### src/rtl/cache_req_pkg.sv
// Shared types for the cache request initiator.
// Cache port widths, FSM states and the queued request entry.
package cache_req_pkg;

  localparam int NUM_WAYS   = 4;
  localparam int ADDR_WIDTH = 16;

  typedef enum logic [2:0] {
    INIT,
    IDLE,
    ISSUE,
    CAPTURE,
    RESPOND
  } state_t;

  typedef struct packed {
    logic                  os;
    logic [NUM_WAYS-1:0]   hitmap;
    logic [ADDR_WIDTH-1:0] addr;
    logic                  domain;
  } req_entry_t;

  function automatic logic [7:0] sat_inc(input logic [7:0] v);
    return (v == 8'hff) ? v : v + 8'd1;
  endfunction

endpackage

### src/rtl/cache_req_fifo.sv
// Request FIFO; pointers carry one extra wrap bit
// so that full and empty can be told apart.
module cache_req_fifo
  import cache_req_pkg::*;
#(
  parameter int  DEPTH = 4,
  parameter type T     = req_entry_t
) (
  input  logic clk,
  input  logic reset_n,
  input  logic push,
  input  T     push_data,
  input  logic pop,
  output T     head,
  output logic full,
  output logic empty
);

  localparam int AW = $clog2(DEPTH);

  T           mem [DEPTH];
  logic [AW:0] wr_ptr;
  logic [AW:0] rd_ptr;

  assign empty = wr_ptr == rd_ptr;
  assign full  = (wr_ptr[AW] != rd_ptr[AW]) &&
                 (wr_ptr[AW-1:0] == rd_ptr[AW-1:0]);
  assign head  = mem[rd_ptr[AW-1:0]];

  always_ff @(posedge clk or negedge reset_n) begin
    if (!reset_n) begin
      wr_ptr <= '0;
      rd_ptr <= '0;
    end else begin
      if (push && !full)
        wr_ptr <= wr_ptr + (AW+1)'(1);
      if (pop && !empty)
        rd_ptr <= rd_ptr + (AW+1)'(1);
    end
  end

  always_ff @(posedge clk) begin
    if (push && !full)
      mem[wr_ptr[AW-1:0]] <= push_data;
  end

endmodule

### src/rtl/cache_req_initiator.sv
// Queues OS/user requests and issues them one at a time to the cache.
// Define HIT_STATS_EN to add per-domain saturating hit/miss counters.
module cache_req_initiator
  import cache_req_pkg::*;
#(
  parameter int FIFO_DEPTH  = 4,
  parameter int INIT_CYCLES = 2
) (
  input  logic                  clk,
  input  logic                  reset_n,
  input  logic                  req_valid,
  output logic                  req_ready,
  input  logic                  req_os,
  input  logic [NUM_WAYS-1:0]   req_hitmap,
  input  logic [ADDR_WIDTH-1:0] req_addr,
  input  logic                  req_domain,
  output logic                  cache_reset,
  output logic                  os_req,
  output logic                  user_req,
  output logic [NUM_WAYS-1:0]   hitmap,
  output logic [ADDR_WIDTH-1:0] addr,
  input  logic                  hit,
  output logic                  rsp_valid,
  input  logic                  rsp_ready,
  output logic                  rsp_hit,
  output logic                  rsp_os,
  output logic                  rsp_domain,
  output logic [ADDR_WIDTH-1:0] rsp_addr,
`ifdef HIT_STATS_EN
  output logic [7:0]            hits_victim,
  output logic [7:0]            hits_attacker,
  output logic [7:0]            miss_victim,
  output logic [7:0]            miss_attacker,
`endif
  output logic                  busy
);

  localparam int CW = $clog2(INIT_CYCLES + 1);

  state_t        state;
  logic [CW-1:0] init_cnt;
  req_entry_t    cur;
  req_entry_t    head;
  req_entry_t    push_data;
  logic          push;
  logic          pop;
  logic          full;
  logic          empty;

  assign push_data = {req_os, req_hitmap, req_addr, req_domain};
  assign req_ready = (state != INIT) && !full;
  assign push      = req_valid && req_ready;
  assign pop       = !empty &&
                     ((state == IDLE) || (state == RESPOND && rsp_ready));
  assign busy      = (state != IDLE) || !empty;

  cache_req_fifo #(
    .DEPTH (FIFO_DEPTH),
    .T     (req_entry_t)
  ) u_fifo (
    .clk       (clk),
    .reset_n   (reset_n),
    .push      (push),
    .push_data (push_data),
    .pop       (pop),
    .head      (head),
    .full      (full),
    .empty     (empty)
  );

  always_ff @(posedge clk or negedge reset_n) begin
    if (!reset_n) begin
      state       <= INIT;
      init_cnt    <= '0;
      cache_reset <= 1'b1;
      os_req      <= 1'b0;
      user_req    <= 1'b0;
      hitmap      <= '0;
      addr        <= '0;
      cur         <= '0;
      rsp_valid   <= 1'b0;
      rsp_hit     <= 1'b0;
      rsp_os      <= 1'b0;
      rsp_domain  <= 1'b0;
      rsp_addr    <= '0;
    end else begin
      os_req   <= 1'b0;
      user_req <= 1'b0;
      // pop only happens on the edge that enters ISSUE
      if (pop) begin
        cur      <= head;
        os_req   <= head.os;
        user_req <= !head.os;
        hitmap   <= head.hitmap;
        addr     <= head.addr;
      end
      unique case (state)
        INIT: begin
          if (init_cnt == CW'(INIT_CYCLES - 1)) begin
            state       <= IDLE;
            cache_reset <= 1'b0;
          end else begin
            init_cnt <= init_cnt + CW'(1);
          end
        end
        IDLE: begin
          if (!empty)
            state <= ISSUE;
        end
        ISSUE: state <= CAPTURE;
        CAPTURE: begin
          state      <= RESPOND;
          rsp_valid  <= 1'b1;
          rsp_hit    <= !cur.os && hit;
          rsp_os     <= cur.os;
          rsp_domain <= cur.domain;
          rsp_addr   <= cur.addr;
        end
        RESPOND: begin
          if (rsp_ready) begin
            rsp_valid <= 1'b0;
            state     <= empty ? IDLE : ISSUE;
          end
        end
        default: state <= INIT;
      endcase
    end
  end

`ifdef HIT_STATS_EN
  logic cap_user;

  assign cap_user = (state == CAPTURE) && !cur.os;

  always_ff @(posedge clk or negedge reset_n) begin
    if (!reset_n) begin
      hits_victim   <= '0;
      hits_attacker <= '0;
      miss_victim   <= '0;
      miss_attacker <= '0;
    end else if (cap_user) begin
      unique case ({cur.domain, hit})
        2'b00:   miss_victim   <= sat_inc(miss_victim);
        2'b01:   hits_victim   <= sat_inc(hits_victim);
        2'b10:   miss_attacker <= sat_inc(miss_attacker);
        default: hits_attacker <= sat_inc(hits_attacker);
      endcase
    end
  end
`endif

endmodule

### config.mk
export PLATFORM = sky130hd
export DESIGN_NAME = cache_req_initiator
export DESIGN_NICKNAME = d
export VERILOG_FILES = /design/src/rtl/cache_req_pkg.sv /design/src/rtl/cache_req_fifo.sv /design/src/rtl/cache_req_initiator.sv
export SDC_FILE = /design/constraint.sdc
export NUM_CORES = 1
export LEC_CHECK = 0
export CAP_MARGIN = 5
export CORE_MARGIN = 2
export CORE_UTILIZATION = 48
export DETAILED_ROUTE_END_ITERATION = 10
export MAX_ROUTING_LAYER = met4
export PLACE_DENSITY = 0.7
export SYNTH_ARGS = -nofsm -noshare
export SYNTH_HDL_FRONTEND = slang
export SYNTH_HIERARCHICAL = 1
export SYNTH_SLANG_ARGS = --single-unit
### constraint.sdc
create_clock -name clk -period 2.7 [get_ports clk]
set_input_delay 0.81 -clock clk [delete_from_list [all_inputs] [get_ports clk]]
set_output_delay 0.81 -clock clk [all_outputs]
set_load 0.005 [all_outputs]
==> qor.yml <==
syn_area_um2: 6340
final-hold-violation-count: 0
synthXorXnorAreaFrac_pct: 1.74
path_max_fanout: 3
synth-simple-area-share_pct: 7.80
synthToLayoutAreaGrowth_pct: 24.4
crit-reg2reg-capture: "cur[7]"
synth.yosys.seq_area_share_pct: 63.8
yosys_warnings: 6
cts_hold_buf: 0
busiest_layer: "met2"
yosysMostFrequentCell: "edfxtp_1"
worstPathRequired_ns: 1.89
path_clk_slew_ns: 0.06
synth_common_cells: "edfxtp_1 (88), dfrtp_1 (55), nor2b_1 (23)"
initial_utilization_pct: 49.6
place_ws_ns: 0.131
power.leakage_nw: 2.84
slew_viol_final: 0
synth_edf_count: 88
crit_buf_inv: 2
die_w_um: 119
tightest_slew_ns: 0.485
die_h_um: 119
fmax_mhz: 384
pin_count: 72
n_antenna_cell: 0
p_sw_mw: 3.25
syn_nets: 426
crit_family: "simple AND/OR/NAND/NOR gates"
totalWireLength_mm: 12.3
vias: 3627
crit_path_start_kind: "register"
met2_usage_pct: 29.0
max_stage_delay_ns: 0.44
post-route-period-util_pct: 96.6
setup_viol: 0
cts_root_buf: "clkbuf_16"
r2r_slack_ns: 0.46
row_count: 41
final_period_minus_worst_setup_slack_ns: 2.61
rsz0062_at_grt: "false"
firstDrtPassIters: 4
synthCells: 393
rr_worst_depth: 6
yosysTopAreaCell: "edfxtp_1"
skew_ns: 0.00873
slew_headroom_pct: 67.7
p_clk_share_pct: 25.5
synth.area.top_cells: "edfxtp_1 (42%), dfrtp_1 (22%), mux4_2 (7.8%)"
cp_slowest_cell: "dfrtp_2"
drc_errors: 0
gp_congestion: 0.815
met1_usage_pct: 25.1
crit_type: "reg2out"
timing.hold.ws_ns: 0.326
register_area_um2: 4050
dieArea_um2: 14100
critPathArrivalTime_ns: 1.80
async_flop_share_pct: 38.9
drtIter0Drc: 279
reg2reg_from: "u_fifo/rd_ptr[0]"
startpoint: "u_fifo/wr_ptr[0]"
antenna_found_initial: 0
postSynthAreaPerCell_um2: 16.1
muxShareOfSynthArea_pct: 11.6
synth_compound_area_share_pct: 8.67
ir_worst_vdd_mv: 0.531
grt_usage_pct: 19.0
synth-adder-area-share_pct: 1.18
finalWorstSetupSlack_ns: 0.0925
powerDensity_nw_per_um2: 1300
port_buffers: 71
combinationalPowerShare_pct: 40.4
insertion_delay_ns: 0.41
p_int_mw: 6.98
grt_overflow: 0
dp_hpwl_mm: 7.62
fin_nets: 496
routedWlPerCell_um: 19.0
grt_max_degree: 51
detail-route-antenna-nets: 0
coreArea_um2: 12800
hp-class: "in2async"
crit_chain: "xor2_4 -> nor3_2 -> inv_1 -> or3_1 -> clkbuf_2"
multi_input_area_um2: 1990
seqPwrFrac_pct: 34.1
final_core_util_pct: 61.7
finalPower_mw: 10.2
synth_ff_type: "edfxtp_1"
drive_gt1_share_pct: 23.2
clock_path_buffers: 2
tritoncts: "done"
synth-seq-cells: 144
synth_top_family_by_area: "multiplexers"
cts.sinks: 144
worst_setup_path_end_kind: "primary output"
maxCapViolations: 0
viasPerCell: 5.61
status: "complete, no violations"
grt_pass1_vias: 3776
grt_pass1_wl_mm: 20.0
met3_usage_pct: 4.69
swShare_pct: 31.8
n_fill_cell: 889
synth.distinct_cells: 44
yosysTopAreaCellShare_pct: 41.7
htreeDepth: 4
cts_buffers: 17
[registers in the layout, indices dropped and copies added (netlist names)]
register / flops
u_fifo/mem: 88
rsp_valid: 1
user_req: 1
state: 3
rsp_addr: 16
rsp_domain: 1
u_fifo/rd_ptr: 3
rsp_hit: 1
cur: 18
rsp_os: 1
cache_reset: 1
init_cnt: 2
os_req: 1
u_fifo/wr_ptr: 3
hitmap: 4
[cell families after synthesis]
logic type | after synthesis
DFF | 144
and+or+nand+nor | 75
AOI/OAI and AO/OA | 67
buffers and inverters | 51
muxes | 40
xor gates and xnor gates | 10
adders and majority gates | 6
[placed cells by master, fill, tap and decap left out, types with 4 or more instances in the layout]
cell and instances:
a21oi_1 8, buf_12 5, buf_4 19, bufinv_16 6, clkbuf_16 17, clkdlybuf4s50_1 68
dfrtp_1 52, edfxtp_1 88, ha_1 6, inv_1 7, mux2_1 8, mux2_4 10
mux4_2 22, nand2_1 6, nand2b_1 4, nor2_1 4, nor2b_1 23, nor4_1 22
o21ai_0 21, o221a_1 20
[layer usage]
layer | wire (µm) | share of wire, % | up-vias
li1 | - | - | 1656
met1 | 5580 | 45 | 1856
met2 | 6020 | 49 | 99
met3 | 522 | 4.3 | 16
met4 | 160 | 1.3 | 0
met5 | 0 | 0 | -
[worst register-to-register path: stages, from the launching register on]
cell	delay, ns
dfrtp_2	0.41
buf_4	0.14
buf_4	0.41
mux4_2	0.62
nor4_1	0.25
o21ai_0	0.14
o221a_1	0.14
[timing repair]
item	CTS	global route
endpoints found under the setup margin	2	1
setup buffers	2	2
pin swaps	1	3
gates resized for setup	6	3
hold endpoints to repair	0	0
[power by group through the flow]
| stage | Sequential, mW | Combinational (mW) | Clock (mW) |
|---|---|---|---|
| finish | 3.49 | 4.13 | 2.61 |
| global route | 3.56 | 4.49 | 2.76 |
| CTS | 3.49 | 4.13 | 2.65 |
| detailed placement | 3.52 | 4.05 | 0 |
| global placement | 3.46 | 3.98 | 0 |
| floorplan | 3.40 | 2.87 | 0 |
[how the worst max path moves through the flow]
stage	end	slack [ns]	cells past startpoint
after global placement	busy	0.15	5
after CTS	busy	-0.07	5
after global routing	busy	0.03	5
after detailed placement	busy	0.13	5
final	busy	0.09	5
after floorplan	u_fifo/mem[3][0]	0.22	8
[area by class of cell]
| type | instances | area share (%) |
|---|---|---|
| repair buffers | 95 | 12.0 |
| clock buffers | 18 | 5.44 |
| well taps | 172 | 2.73 |
| clock inverters | 13 | 2.97 |
| inverters | 7 | 0.333 |
| multi-input cells | 198 | 25.2 |
| flip-flops and latches | 144 | 51.4 |
[stage by stage]
stage / cells / TNS (ns) / instance area, µm²
detailed placement: 612 / 0 / 7170
global placement: 612 / 0 / 7170
CTS: 645 / -0.0739 / 7870
finish: 647 / 0 / 7880
global route: 647 / 0 / 7880
floorplan: 393 / 0 / 6340
Note: power is estimated with default switching activity, not from simulation.
